`src/rtl/sipo_pkg.sv`:
```
// Shared types and helpers for the serial-to-parallel frame receiver.
package sipo_pkg;

    typedef enum logic [1:0] {
        IDLE   = 2'd0,
        SHIFT  = 2'd1,
        PARITY = 2'd2
    } state_t;

    localparam int DEFAULT_WIDTH = 3;

    // Bit counter must hold the value WIDTH itself so it can saturate without wrapping.
    function automatic int cnt_width(input int width);
        return $clog2(width + 1);
    endfunction

endpackage

```
`src/rtl/sipo_shift_core.sv`:
```
// WIDTH-bit deserialising shift register; `word` shows the contents including
// the bit shifted in this cycle, so the top can capture a completed frame on the same edge.
module sipo_shift_core
    import sipo_pkg::*;
#(
    parameter int WIDTH     = DEFAULT_WIDTH,
    parameter bit LSB_FIRST = 1'b1
) (
    input  logic             clk,
    input  logic             reset,
    input  logic             shift_en,
    input  logic             clear,
    input  logic             serial_in,
    output logic [WIDTH-1:0] word
);

    logic [WIDTH-1:0] q;
    logic [WIDTH-1:0] base;
    logic [WIDTH-1:0] shifted;

    // LSB-first enters at the top and moves down, so the first bit ends in bit 0.
    always_comb begin
        base = clear ? '0 : q;
        if (LSB_FIRST) shifted = {serial_in, base[WIDTH-1:1]};
        else           shifted = {base[WIDTH-2:0], serial_in};
        word = shift_en ? shifted : q;
    end

    // NOTE: sequential state uses non-blocking assignments so every register samples pre-edge values.
    always_ff @(posedge clk) begin
        if (!reset)        q <= '0;
        else if (shift_en) q <= shifted;
    end

endmodule

```
`src/rtl/sipo_frame_receiver.sv`:
```
// Serial frame receiver with registered valid/ready output buffer and sticky error flags.
// Optional parity bit after each frame when SIPO_PARITY_CHECK_EN is defined.
module sipo_frame_receiver
    import sipo_pkg::*;
#(
    parameter int WIDTH     = DEFAULT_WIDTH,
    parameter bit LSB_FIRST = 1'b1
) (
    input  logic             clk,
    input  logic             reset,
    input  logic             serial_in,
    input  logic             frame_start,
    output logic [WIDTH-1:0] data_out,
    output logic             out_valid,
    input  logic             out_ready,
    output logic             busy,
    output logic             overrun,
    output logic             frame_abort,
    output logic             parity_err
);

    localparam int             CW       = cnt_width(WIDTH);
    localparam logic [CW-1:0]  LAST_BIT = CW'(WIDTH - 1);
    localparam logic [CW-1:0]  CNT_MAX  = CW'(WIDTH);

    state_t           state, state_next;
    logic [CW-1:0]    cnt, cnt_next;
    logic             shift_en, clear, complete, abort;
    logic [WIDTH-1:0] word;

    sipo_shift_core #(
        .WIDTH     (WIDTH),
        .LSB_FIRST (LSB_FIRST)
    ) u_core (
        .clk       (clk),
        .reset     (reset),
        .shift_en  (shift_en),
        .clear     (clear),
        .serial_in (serial_in),
        .word      (word)
    );

    always_ff @(posedge clk) begin
        if (!reset) begin
            state <= IDLE;
            cnt   <= '0;
        end else begin
            state <= state_next;
            cnt   <= cnt_next;
        end
    end

    // NOTE: every combinational output gets a default first so no path can infer a latch.
    always_comb begin
        state_next = state;
        cnt_next   = cnt;
        shift_en   = 1'b0;
        clear      = 1'b0;
        complete   = 1'b0;
        abort      = 1'b0;
        if (frame_start) begin
            // A start in any non-idle cycle, including the completing one, restarts reception.
            abort      = (state != IDLE);
            state_next = SHIFT;
            cnt_next   = CW'(1);
            shift_en   = 1'b1;
            clear      = 1'b1;
        end else begin
            case (state)
                SHIFT: begin
                    shift_en = 1'b1;
                    cnt_next = (cnt == CNT_MAX) ? cnt : cnt + 1'b1;
                    if (cnt == LAST_BIT) begin
`ifdef SIPO_PARITY_CHECK_EN
                        state_next = PARITY;
`else
                        state_next = IDLE;
                        complete   = 1'b1;
`endif
                    end
                end
`ifdef SIPO_PARITY_CHECK_EN
                PARITY: begin
                    state_next = IDLE;
                    complete   = 1'b1;
                end
`endif
                default: state_next = IDLE;
            endcase
        end
    end

    assign busy = (state != IDLE);

    // A completed word loads only if the buffer is empty or draining on this same edge.
    always_ff @(posedge clk) begin
        if (!reset) begin
            data_out    <= '0;
            out_valid   <= 1'b0;
            overrun     <= 1'b0;
            frame_abort <= 1'b0;
        end else begin
            if (abort) frame_abort <= 1'b1;
            if (complete) begin
                if (!out_valid || out_ready) begin
                    data_out  <= word;
                    out_valid <= 1'b1;
                end else begin
                    overrun <= 1'b1;
                end
            end else if (out_valid && out_ready) begin
                out_valid <= 1'b0;
            end
        end
    end

`ifdef SIPO_PARITY_CHECK_EN
    // In PARITY the core is not shifting, so word holds the full data and serial_in is the parity bit.
    always_ff @(posedge clk) begin
        if (!reset)                            parity_err <= 1'b0;
        else if (complete && (^word ^ serial_in)) parity_err <= 1'b1;
    end
`else
    assign parity_err = 1'b0;
`endif

endmodule

```
`config.mk`:
```
export PLATFORM = sky130hd
export DESIGN_NAME = sipo_frame_receiver
export DESIGN_NICKNAME = d
export VERILOG_FILES = /design/src/rtl/sipo_pkg.sv /design/src/rtl/sipo_shift_core.sv /design/src/rtl/sipo_frame_receiver.sv
export SDC_FILE = /design/constraint.sdc
export NUM_CORES = 1
export LEC_CHECK = 0
export BUFFER_PORTS_ARGS = -buffer_cell sky130_fd_sc_hd__buf_2
export CAP_MARGIN = 0
export CORE_AREA = 2 2 39 41
export DETAILED_ROUTE_END_ITERATION = 6
export DIE_AREA = 0 0 41 43
export HOLD_SLACK_MARGIN = 0.02
export SLEW_MARGIN = 20
export SYNTH_ARGS = -nofsm -noshare
export SYNTH_HDL_FRONTEND = slang
export SYNTH_SLANG_ARGS = --single-unit
```
`constraint.sdc`:
```
create_clock -name clk -period 1.36 [get_ports clk]
set_clock_uncertainty 0.1 [all_clocks]
set_input_delay 0.136 -clock clk [delete_from_list [all_inputs] [get_ports clk]]
set_output_delay 0.136 -clock clk [all_outputs]
set_load 0.02 [all_outputs]
```
### Yosys cells after proc, flatten, opt, wreduce, memory -nomap -nowiden

Cells that the tools add are included.

| storage, ports and cells | value |
|---|---|
| register bits | 12 |
| bits in latches | 0 |
| RAM bits | 0 |
| memory bits (read-only) | 0 |
| output and inout port bits | 8 |
| word-level logic and storage cells | 46 |
| memories | 0 |

| cells by class | value |
|---|---|
| add/sub/neg operators | 1 |
| $mul | 0 |
| div/mod/pow operators | 0 |
| order comparisons | 0 |
| eq/ne operators | 5 |
| shift operators | 0 |
| multiplexer cells | 18 |
| bitwise gates (word level) | 3 |
| reduce and logical (&&, ||, !) cells | 11 |

Operator list:

| kind | count |
|---|---|
| 1-bit two-way mux | 16 |
| 2-bit AND reduction | 5 |
| 3-bit two-way mux | 2 |
| 2-bit equality test (second input constant) | 2 |
| 2-bit nonzero test | 2 |
| 3-bit != test (second input constant) | 1 |
| 1-bit NOT | 3 |
| 2-bit by 1-bit adder with 2-bit output (second input constant) | 1 |
| 2-bit by 1-bit != test with 1-bit output (second input constant) | 1 |
| 2-bit != test (second input constant) | 1 |
| 2-bit OR reduction | 1 |
| 1-bit logical AND | 1 |
| 1-bit zero test | 1 |
| 1-bit logical OR | 1 |

### Logic depth before layout (Yosys ltp)

Gate-level depths: netlist of run 1.

| depth | value |
|---|---|
| depth in word-level cells | 6 |
| mapped depth | 5 |

### Cells and area by module

Synthesis of run 1 repeated with hierarchy kept, for this count alone.

| second synthesis, totals | value |
|---|---|
| cell total of the unflattened synthesis | 55 |
| area, all modules | 525.5 sq um |

Modules (own cells, without submodules):

| module | times used | cells each | area an instance (sq um) | sequential area each (sq um) |
|---|---|---|---|---|
| sipo_frame_receiver | 1 | 42 | 391.6 | 180.2 |
| sipo_shift_core | 1 | 13 | 133.9 | 60.1 |

### Worst setup path before layout of run 1

No wires, ideal clock.

| timing path | value |
|---|---|
| kind | register -> register |
| start point | register state[0] |
| end point | register data_out[0] |
| setup time | 0.072 ns |
| arrival | 1.006 ns |
| required time | 1.188 ns |
| slack | 0.183 ns |
| cell stages (with the launch flop) | 5 |
| path buffers | 1 |
| cells stage by stage | dfxtp_1 -> buf_6 -> nand3b_4 -> nor2b_4 -> mux2i_1 |

| on the way | value |
|---|---|
| word-level cells in the longest chain between the ends | 3 |

Ends and longest elaborated chain:

| item | RTL line | source |
|---|---|---|
| from (decl) | sipo_frame_receiver.sv:26 | `state_t state, state_next;` |
| from (signal assigned) | sipo_frame_receiver.sv:48 | `state <= state_next;` |
| 1-bit two-way mux | sipo_frame_receiver.sv:69 | `case (state)` |
| 1-bit two-way mux | sipo_frame_receiver.sv:61 | `if (frame_start) begin` |
| 3-bit two-way mux or 2-bit AND reduction (tied branches) | - |  |
| to (signal assigned) | sipo_frame_receiver.sv:106 | `data_out <= word;` |
| to (decl) | sipo_frame_receiver.sv:13 | `output logic [WIDTH-1:0] data_out,` |

Several ways; a longest one is shown, not always the timed one.
A chain may end at the register's enable or synchronous reset.

### Worst setup path in the final report of run 1

| timing path | value |
|---|---|
| start point | register cnt[0] |
| end point | register data_out[0] |

| on the way | value |
|---|---|
| word-level cells in the longest chain between the ends | 5 |

Ends and longest elaborated chain:

| item | RTL line | source |
|---|---|---|
| from (decl) | sipo_frame_receiver.sv:27 | `logic [CW-1:0] cnt, cnt_next;` |
| from (signal assigned) | sipo_frame_receiver.sv:49 | `cnt <= cnt_next;` |
| 2-bit equality test | sipo_frame_receiver.sv:73 | `if (cnt == LAST_BIT) begin` |
| 1-bit two-way mux | sipo_frame_receiver.sv:73 |  |
| 1-bit two-way mux | sipo_frame_receiver.sv:69 |  |
| 1-bit two-way mux | sipo_frame_receiver.sv:61 |  |
| 2-bit AND reduction (no line) | - |  |

Every way passes these cells.

==> results of run 1 <==
where the power goes:
| group | switching [W] | total [W] | internal [W] |
|---|---|---|---|
| clock | 0.000105 | 0.000218 | 0.000113 |
| combinational | 0.0000368 | 0.0000696 | 0.0000329 |
| sequential | 0.00000885 | 0.000342 | 0.000333 |
Yosys cell counts, drive strengths merged:
library cell   n  area [um^2]
conb           1         3.75
ha             2         25.0
o21ai          1         5.00
a211oi         1         7.51
nand3b         1         20.0
nor2           4         15.0
dfxtp         11          220
nand2b         2         12.5
inv            1         3.75
nand2          7         26.3
a21boi         2         15.0
buf            3         23.8
a21oi          1         5.00
xnor2          1         8.76
mux2i          4         40.0
nor2b          4         40.0
o21a           3         22.5
cell usage in the layout (no fill, tap or decap):
master	count
a211oi_1	1
a21boi_1	2
a21oi_1	1
buf_2	11
buf_4	1
clkbuf_1	1
clkbuf_4	3
conb_1	1
dfxtp_1	11
ha_1	2
inv_1	1
mux2i_1	4
nand2_1	7
nand2b_1	2
nand3b_4	1
nor2_1	4
nor2b_1	2
nor2b_4	2
o21a_1	3
o21ai_0	1
xnor2_1	1
worst max path at each step:
stage,from,end
floorplan,state[0],data_out[0]
global placement,cnt[0],data_out[0]
detailed placement,cnt[0],data_out[0]
CTS,cnt[0],data_out[0]
global route,cnt[0],data_out[0]
finish,cnt[0],data_out[0]
per-layer routing:
layer | GRT usage, % | vias to the layer above
met3 | 4.71 | 2
li1 | - | 184
met5 | 0 | -
met1 | 12.7 | 162
met4 | 8.00 | 0
met2 | 13.4 | 7
sequential cells by signal, indices dropped and copies added (netlist names):
name,flops
cnt,2
data_out,3
frame_abort,1
out_valid,1
overrun,1
state,1
u_core.q,2
critical path, stage by stage, from the launching register on:
cell and delay [ns]:
dfxtp_1 0.31, inv_1 0.08, ha_1 0.21, nand3b_4 0.11, nor2b_4 0.17, mux2i_1 0.19
logic make-up after synthesis:
group	count (synthesis)
compound gates	8
xor+xnor	1
buf+inv	4
flops	11
fa+ha+maj	2
mux	4
other cells	1
simple gates	18
area by class of cell:
type	count	area (um^2)	area share, %
tap	16	20.0	3.46
clock buffer	4	26.3	4.54
multi-input combinational	34	246	42.5
sequential	11	220	38.0
inverter	1	3.75	0.648
timing repair buffer	12	62.6	10.8
stage by stage:
step / setup WS [ns] / total power, W / area [um^2]
CTS: 0.117 / 0.000641 / 579
floorplan: 0.183 / 0.000404 / 494
global placement: 0.140 / 0.000419 / 553
global route: 0.0364 / 0.000668 / 579
finish: 0.124 / 0.000630 / 579
detailed placement: 0.128 / 0.000420 / 553
==> impl_metrics.json, run 1 <==
{
  "clock_insertion_delay_worst_skew_ns": 0.26,
  "maxUsedRoutingLayer": "met4",
  "fin_hold_ws_ns": 0.0417,
  "first_iter_violations": 5,
  "min_from": "serial_in",
  "timing.hold.worst.class": "in -> reg",
  "synth.mux.area_fraction_pct": 8.10,
  "gp_routability_congestion": 0.739,
  "timing_hold_violations_final": 0,
  "max-vdd-ir-drop_mv": 0.519,
  "detailroute.wirelength.met2_um": 380,
  "met3_wire_length_um": 42,
  "synthesis.instances": 49,
  "number_of_global_route_vias_before_repair": 285,
  "crit-reg2reg-capture": "data_out[0]",
  "crit_path_max_fanout": 3,
  "max-clock-path-buffers": 2,
  "grt_start_max_net_pins": 14,
  "synth_cell_types": 20,
  "vias": 355,
  "floorplan.initialDensity_pct": 35.7,
  "drv.max_cap_violation_count": 0,
  "first_pass_iters": 3,
  "cp.required_ns": 1.45,
  "ys_seq_area_share_pct": 44.6,
  "coreArea_mm2": 0.00138,
  "clock_tree.htree_level_count": 1,
  "finalWirelength_um": 763,
  "cts_repair_resize_count": 0,
  "detailedPlacementHpwl_um": 573,
  "p_leak_nw": 0.278,
  "worst_setup_path_end_kind": "flip-flop",
  "antenna_diode_instance_count": 0,
  "finalNonFillerCells": 78,
  "io_pins": 13,
  "area.growth.synth_to_final_pct": 17.2,
  "timing.final.crit_period_ns": 1.24,
  "regToRegSetupSlack_ns": 0.12,
  "maxClockFrequency_mhz": 809,
  "layout-drive-gt1-share_pct": 29.0,
  "route.detailed.drc": 0,
  "grt_util_all_layers_pct": 10.4,
  "routedLengthMet1_um": 330,
  "grt_pass1_wl_um": 1170,
  "hold_buffer_count_at_cts": 0,
  "largest_family_of_logic_cells_by_synthesized_area": "simple AND/OR/NAND/NOR gates",
  "outcome": "completed",
  "nFillCells": 146,
  "startpoint_type": "flip-flop",
  "worst-endpoint-arrival_ns": 1.33,
  "timing_worst_setup_path_type": "reg -> reg",
  "synth_xor_xnor_area_share_pct": 1.77,
  "setup_viol_count_final": 0,
  "rsz0062_at_grt": "false",
  "min_to": "data_out[2]",
  "layout_worst_path_cycle_share_pct": 90.9,
  "synth_compound_gate_area_share_pct": 11.1,
  "dieArea_mm2": 0.00176,
  "hold_path_depth": 3,
  "rows": 14,
  "drtAntennaViolNets": 0,
  "detail_route.vias_per_cell": 4.55,
  "power.density_cell_area_mw_per_mm2": 1090,
  "post_cts.repair.setup_buffers": 0,
  "worst_r2r_path_cells": 5,
  "wire_per_inst_um": 9.78,
  "ys_seq_elements": 11,
  "cts_tree": "built",
  "maxSlewViolCount": 0,
  "number_of_antenna_violations_at_the_first_check_in_global_routing": 0,
  "placed_cells_incl_taps": 74,
  "arithmetic_cell_share_of_the_synthesized_area_counting_full_adders_half_adders_and_majority_gates_pct": 5.06,
  "cts-buffers-inserted": 3,
  "portBuffers": 11,
  "syn_nets": 56,
  "dieHeight_um": 43,
  "number_of_sinks_on_the_clock_net": 11,
  "finish.utilization_pct": 41.9,
  "accumulated_negative_setup_slack_ns": 0,
  "synthSimpleGateAreaFrac_pct": 23.0,
  "die_w_um": 41,
  "clk_pin_slew_worst_paths_ns": 0.07,
  "yosysWarningCount": 0,
  "grt_overflow": 0,
  "average_instance_area_after_synthesis_um2": 10.1,
  "root_buffer": "clkbuf_4",
  "syn_area_um2": 494,
  "fin_nets": 70,
  "r2r_start": "cnt[0]"
}
Power figures use the tool's default switching activity.
==> run 2, diff against run 1 <==
--- a/config.mk
+++ b/config.mk
@@ -7,10 +7,12 @@
 export LEC_CHECK = 0
 export BUFFER_PORTS_ARGS = -buffer_cell sky130_fd_sc_hd__buf_2
 export CAP_MARGIN = 0
-export CORE_AREA = 2 2 39 41
+export CELL_PAD_IN_SITES_DETAIL_PLACEMENT = 1
+export CELL_PAD_IN_SITES_GLOBAL_PLACEMENT = 1
+export CORE_UTILIZATION = 36
 export DETAILED_ROUTE_END_ITERATION = 6
-export DIE_AREA = 0 0 41 43
 export HOLD_SLACK_MARGIN = 0.02
+export PLACE_DENSITY_LB_ADDON = 0.1
 export SLEW_MARGIN = 20
 export SYNTH_ARGS = -nofsm -noshare
 export SYNTH_HDL_FRONTEND = slang
==> constraint.sdc (replaced) <==
create_clock -name clk -period 1.4 [get_ports clk]
set_clock_uncertainty 0.1 [all_clocks]
set_input_delay 0.14 -clock clk [delete_from_list [all_inputs] [get_ports clk]]
set_output_delay 0.14 -clock clk [all_outputs]
set_load 0.02 [all_outputs]
==> impl_metrics.json, run 2 (synthesized netlist as in run 1, its figures left out) <==
{
  "crit_path_max_fanout": 3,
  "p_leak_nw": 0.273,
  "grt_use_met3_pct": 5.20,
  "die_w_um": 39.1,
  "place_area_um2": 543,
  "largest_reg_flops": 3,
  "regMostFlops": "data_out",
  "grt_pass1_wl_um": 1530,
  "number_of_sinks_on_the_clock_net": 11,
  "clock_tree.htree_level_count": 1,
  "final_cell_area_um2": 569,
  "grt_overflow": 0,
  "first_pass_iters": 2,
  "clock_insertion_delay_worst_skew_ns": 0.26,
  "accumulated_negative_setup_slack_ns": 0,
  "max-vdd-ir-drop_mv": 0.506,
  "drtAntennaViolNets": 0,
  "floorplan.initialDensity_pct": 41.7,
  "cp.required_ns": 1.49,
  "detail_route.vias_per_cell": 4.77,
  "gp_routability_congestion": 0.634,
  "drv.max_cap_violation_count": 0,
  "grt_util_all_layers_pct": 15.3,
  "area.growth.synth_to_final_pct": 15.2,
  "power.density_cell_area_mw_per_mm2": 1090,
  "startpoint_type": "flip-flop",
  "rsz0062_at_grt": "false",
  "dieHeight_um": 39.1,
  "cts_tree": "built",
  "hold_buffer_count_at_cts": 0,
  "max-clock-path-buffers": 2,
  "setup_viol_count_final": 0,
  "number_of_antenna_violations_at_the_first_check_in_global_routing": 0,
  "io_pins": 13,
  "top_usage_layer": "met2",
  "global_route.usage.met1_pct": 16.5,
  "first_iter_violations": 5,
  "portBuffers": 11,
  "post_cts.repair.setup_buffers": 0,
  "timing.hold.worst.class": "in -> reg",
  "finalWirelength_um": 972,
  "layout_top_registers": "data_out: 3 flops, cnt: 2 flops, u_core.q: 2 flops",
  "timing.final.crit_period_ns": 1.31,
  "grt_start_max_net_pins": 14,
  "clk_pin_slew_worst_paths_ns": 0.07,
  "antenna_diode_instance_count": 0,
  "layout-drive-gt1-share_pct": 27.9,
  "root_buffer": "clkbuf_4",
  "layout_worst_path_cycle_share_pct": 93.2,
  "fin_hold_ws_ns": 0.0592,
  "rows": 12,
  "outcome": "completed",
  "nFillCells": 147,
  "grt_use_met2_pct": 27.5,
  "maxClockFrequency_mhz": 766,
  "timing_hold_violations_final": 0,
  "maxSlewViolCount": 0,
  "timing_worst_setup_path_type": "reg -> reg",
  "cts-buffers-inserted": 3,
  "coreArea_mm2": 0.00119,
  "layout_common_cells": "dfxtp_1, buf_2, nand2_1",
  "worst_setup_path_end_kind": "flip-flop",
  "fin_nets": 69,
  "dieArea_mm2": 0.00152,
  "cts_repair_resize_count": 0,
  "route.detailed.drc": 0,
  "vias": 358,
  "worst-endpoint-arrival_ns": 1.40,
  "wire_per_inst_um": 13.0,
  "number_of_global_route_vias_before_repair": 370,
  "fin_total_pwr_w": 0.000619
}
run 2: path summary, 6_finish.rpt:
path                from           to  cells after the start  slack, ns
min reg2reg  data_out[2]  data_out[2]                      2       0.37
max reg2reg       cnt[0]  data_out[0]                      5       0.09
min            serial_in  data_out[2]                      3       0.06
max               cnt[0]  data_out[0]                      5       0.09
run 2: routing by layer:
| metal | vias up | wire (um) |
|---|---|---|
| li1 | 182 | - |
| met5 | - | 0 |
| met4 | 0 | 0 |
| met1 | 166 | 427 |
| met2 | 10 | 495 |
| met3 | 0 | 49 |
run 2: area by class of cell:
cell class	instances	area [um^2]	area share, %
Tap cell	14	17.5	3.08
Timing Repair Buffer	11	55.1	9.67
Multi-Input combinational cell	34	246	43.3
Sequential cell	11	220	38.7
Clock buffer	4	26.3	4.62
Inverter	1	3.75	0.659
run 2: per-stage QoR:
stage	utilization [%]	std cells	worst slack [ns]
after floorplan	-	49	0.223
after global placement	45.8	71	0.175
after detailed placement	45.8	71	0.106
after CTS	48.0	75	0.0885
after global routing	48.0	75	0.0317
final	48.0	75	0.0949
run 2: where the power goes:
group	internal [W]	switching, W	total (W)
registers	0.000323	0.0000113	0.000335
clock network	0.000110	0.000109	0.000219
logic	0.0000298	0.0000357	0.0000655
run 2: critical path: stages, from the launching register on:
cell and delay [ns]:
dfxtp_1 0.33, inv_1 0.10, ha_1 0.22, nand3b_4 0.11, nor2b_4 0.18, mux2i_1 0.21
==> run 3, diff against run 2 <==
--- a/config.mk
+++ b/config.mk
@@ -6,13 +6,14 @@
 export NUM_CORES = 1
 export LEC_CHECK = 0
 export BUFFER_PORTS_ARGS = -buffer_cell sky130_fd_sc_hd__buf_2
-export CAP_MARGIN = 0
+export CAP_MARGIN = 20
 export CELL_PAD_IN_SITES_DETAIL_PLACEMENT = 1
 export CELL_PAD_IN_SITES_GLOBAL_PLACEMENT = 1
 export CORE_UTILIZATION = 36
 export DETAILED_ROUTE_END_ITERATION = 6
-export HOLD_SLACK_MARGIN = 0.02
+export HOLD_SLACK_MARGIN = 0.12
 export PLACE_DENSITY_LB_ADDON = 0.1
+export SKIP_CTS_REPAIR_TIMING = 1
 export SLEW_MARGIN = 20
 export SYNTH_ARGS = -nofsm -noshare
 export SYNTH_HDL_FRONTEND = slang
==> impl_metrics.json, run 3 (synthesized netlist as in run 1, its figures left out) <==
{
  "timing.final.crit_period_ns": 1.38,
  "wire_per_inst_um": 13.6,
  "power.density_cell_area_mw_per_mm2": 1050,
  "floorplan.initialDensity_pct": 41.7,
  "p_leak_nw": 0.286,
  "nFillCells": 150,
  "layout-drive-gt1-share_pct": 26.6,
  "finalWirelength_um": 1060,
  "maxSlewViolCount": 0,
  "grt_overflow": 0,
  "min_to": "out_valid",
  "timing_hold_violations_final": 0,
  "io_pins": 13,
  "drv.max_cap_violation_count": 0,
  "drtAntennaViolNets": 0,
  "setup_viol_count_final": 0,
  "outcome": "completed",
  "r2r_start": "cnt[0]",
  "startpoint_type": "primary input",
  "number_of_antenna_violations_at_the_first_check_in_global_routing": 0,
  "worst-endpoint-arrival_ns": 1.46,
  "number_of_sinks_on_the_clock_net": 11,
  "first_pass_iters": 4,
  "place_ws_ns": 0.106,
  "crit-reg2reg-capture": "data_out[1]",
  "route.detailed.drc": 0,
  "root_buffer": "clkbuf_4",
  "critical-path-slowest-cell": "dlygate4sd3_1",
  "regToRegSetupSlack_ns": 0.04,
  "dieHeight_um": 39.1,
  "layout_worst_path_cycle_share_pct": 98.5,
  "largest_reg_flops": 3,
  "worst_r2r_path_cells": 5,
  "portBuffers": 11,
  "number_of_global_route_vias_before_repair": 370,
  "finish.utilization_pct": 50.5,
  "layout_top_registers": "data_out: 3 flops, cnt: 2 flops, u_core.q: 2 flops",
  "clk_pin_slew_worst_paths_ns": 0.08,
  "die_w_um": 39.1,
  "gp_routability_congestion": 0.634,
  "path_cells": "dlygate4sd3_1 > buf_2 > nand3b_4 > nor2b_4 > mux2i_1",
  "critical_path_max_stage_delay_ns": 0.54,
  "area.growth.synth_to_final_pct": 21.3,
  "fin_nets": 72,
  "cts-buffers-inserted": 3,
  "detail_route.vias_per_cell": 4.83,
  "first_iter_violations": 5,
  "cp.required_ns": 1.48,
  "clock_insertion_delay_worst_skew_ns": 0.26,
  "grt_util_all_layers_pct": 15.3,
  "hold_path_depth": 3,
  "antenna_diode_instance_count": 0,
  "final.setup.worst_slack_ns": 0.0212,
  "cts_tree": "built",
  "max-vdd-ir-drop_mv": 0.508,
  "maxClockFrequency_mhz": 725,
  "layout_common_cells": "dfxtp_1, buf_2, nand2_1",
  "vias": 377,
  "crit_path_max_fanout": 7,
  "clock_tree.htree_level_count": 1,
  "regMostFlops": "data_out",
  "rows": 12,
  "worst_setup_path_end_kind": "flip-flop",
  "dieArea_mm2": 0.00152,
  "timing.hold.worst.class": "in -> reg",
  "coreArea_mm2": 0.00119,
  "min_from": "out_ready",
  "timing_worst_setup_path_type": "in -> reg",
  "grt_pass1_wl_um": 1530,
  "max-clock-path-buffers": 2,
  "grt_start_max_net_pins": 14
}
==> run 3: final cells by class <==
type                            count  area, um^2  share of cell area (%)
Sequential cell                    11         220                    36.7
Multi-Input combinational cell     34         246                    41.1
Tap cell                           14        17.5                    2.92
Inverter                            1        3.75                   0.626
Clock buffer                        4        26.3                    4.38
Timing Repair Buffer               14        85.1                    14.2
==> run 3: stage by stage <==
step / hold WS, ns / setup TNS [ns] / cell area (um^2) / instances / total power, W
CTS: 0.0557 / 0 / 569 / 75 / 0.000624
global placement: 0.320 / 0 / 543 / 71 / 0.000403
floorplan: 0.164 / 0 / 494 / 49 / 0.000393
finish: 0.110 / 0 / 599 / 78 / 0.000630
detailed placement: 0.338 / 0 / 543 / 71 / 0.000408
global route: 0.128 / -0.0113 / 599 / 78 / 0.000657
==> run 3: report_power, final <==
group          internal [W]  total (W)  leakage, nW  switching [W]
logic             0.0000353  0.0000726        0.181      0.0000373
registers          0.000324   0.000335       0.0898      0.0000112
clock network      0.000110   0.000223       0.0150       0.000113
total              0.000469   0.000630        0.286       0.000161
==> run 3: worst max path at each step <==
stage,cells past startpoint,endpoint,startpoint
2_1_floorplan,4,data_out[0],state[0]
3_3_place_gp,5,data_out[0],cnt[0]
5_1_grt,5,data_out[1],frame_start
3_5_place_dp,5,data_out[0],cnt[0]
4_1_cts,5,data_out[0],cnt[0]
6_report,5,data_out[1],frame_start
==> run 3: critical path: cells and delay by family <==
| kind | cells | cell delay (ns) |
|---|---|---|
| buffers and inverters | 2 | 0.71 |
| and+or+nand+nor | 2 | 0.37 |
| muxes | 1 | 0.25 |
==> run 3: per-layer routing <==
layer / track usage (%) / routed length (um) / vias up / part of all wire, %
met4: 5.17 / 0 / 0 / 0
met1: 16.5 / 457 / 177 / 43
met2: 27.5 / 550 / 10 / 52
met3: 5.20 / 49 / 0 / 4.6
li1: - / - / 190 / -
met5: 0 / 0 / - / 0
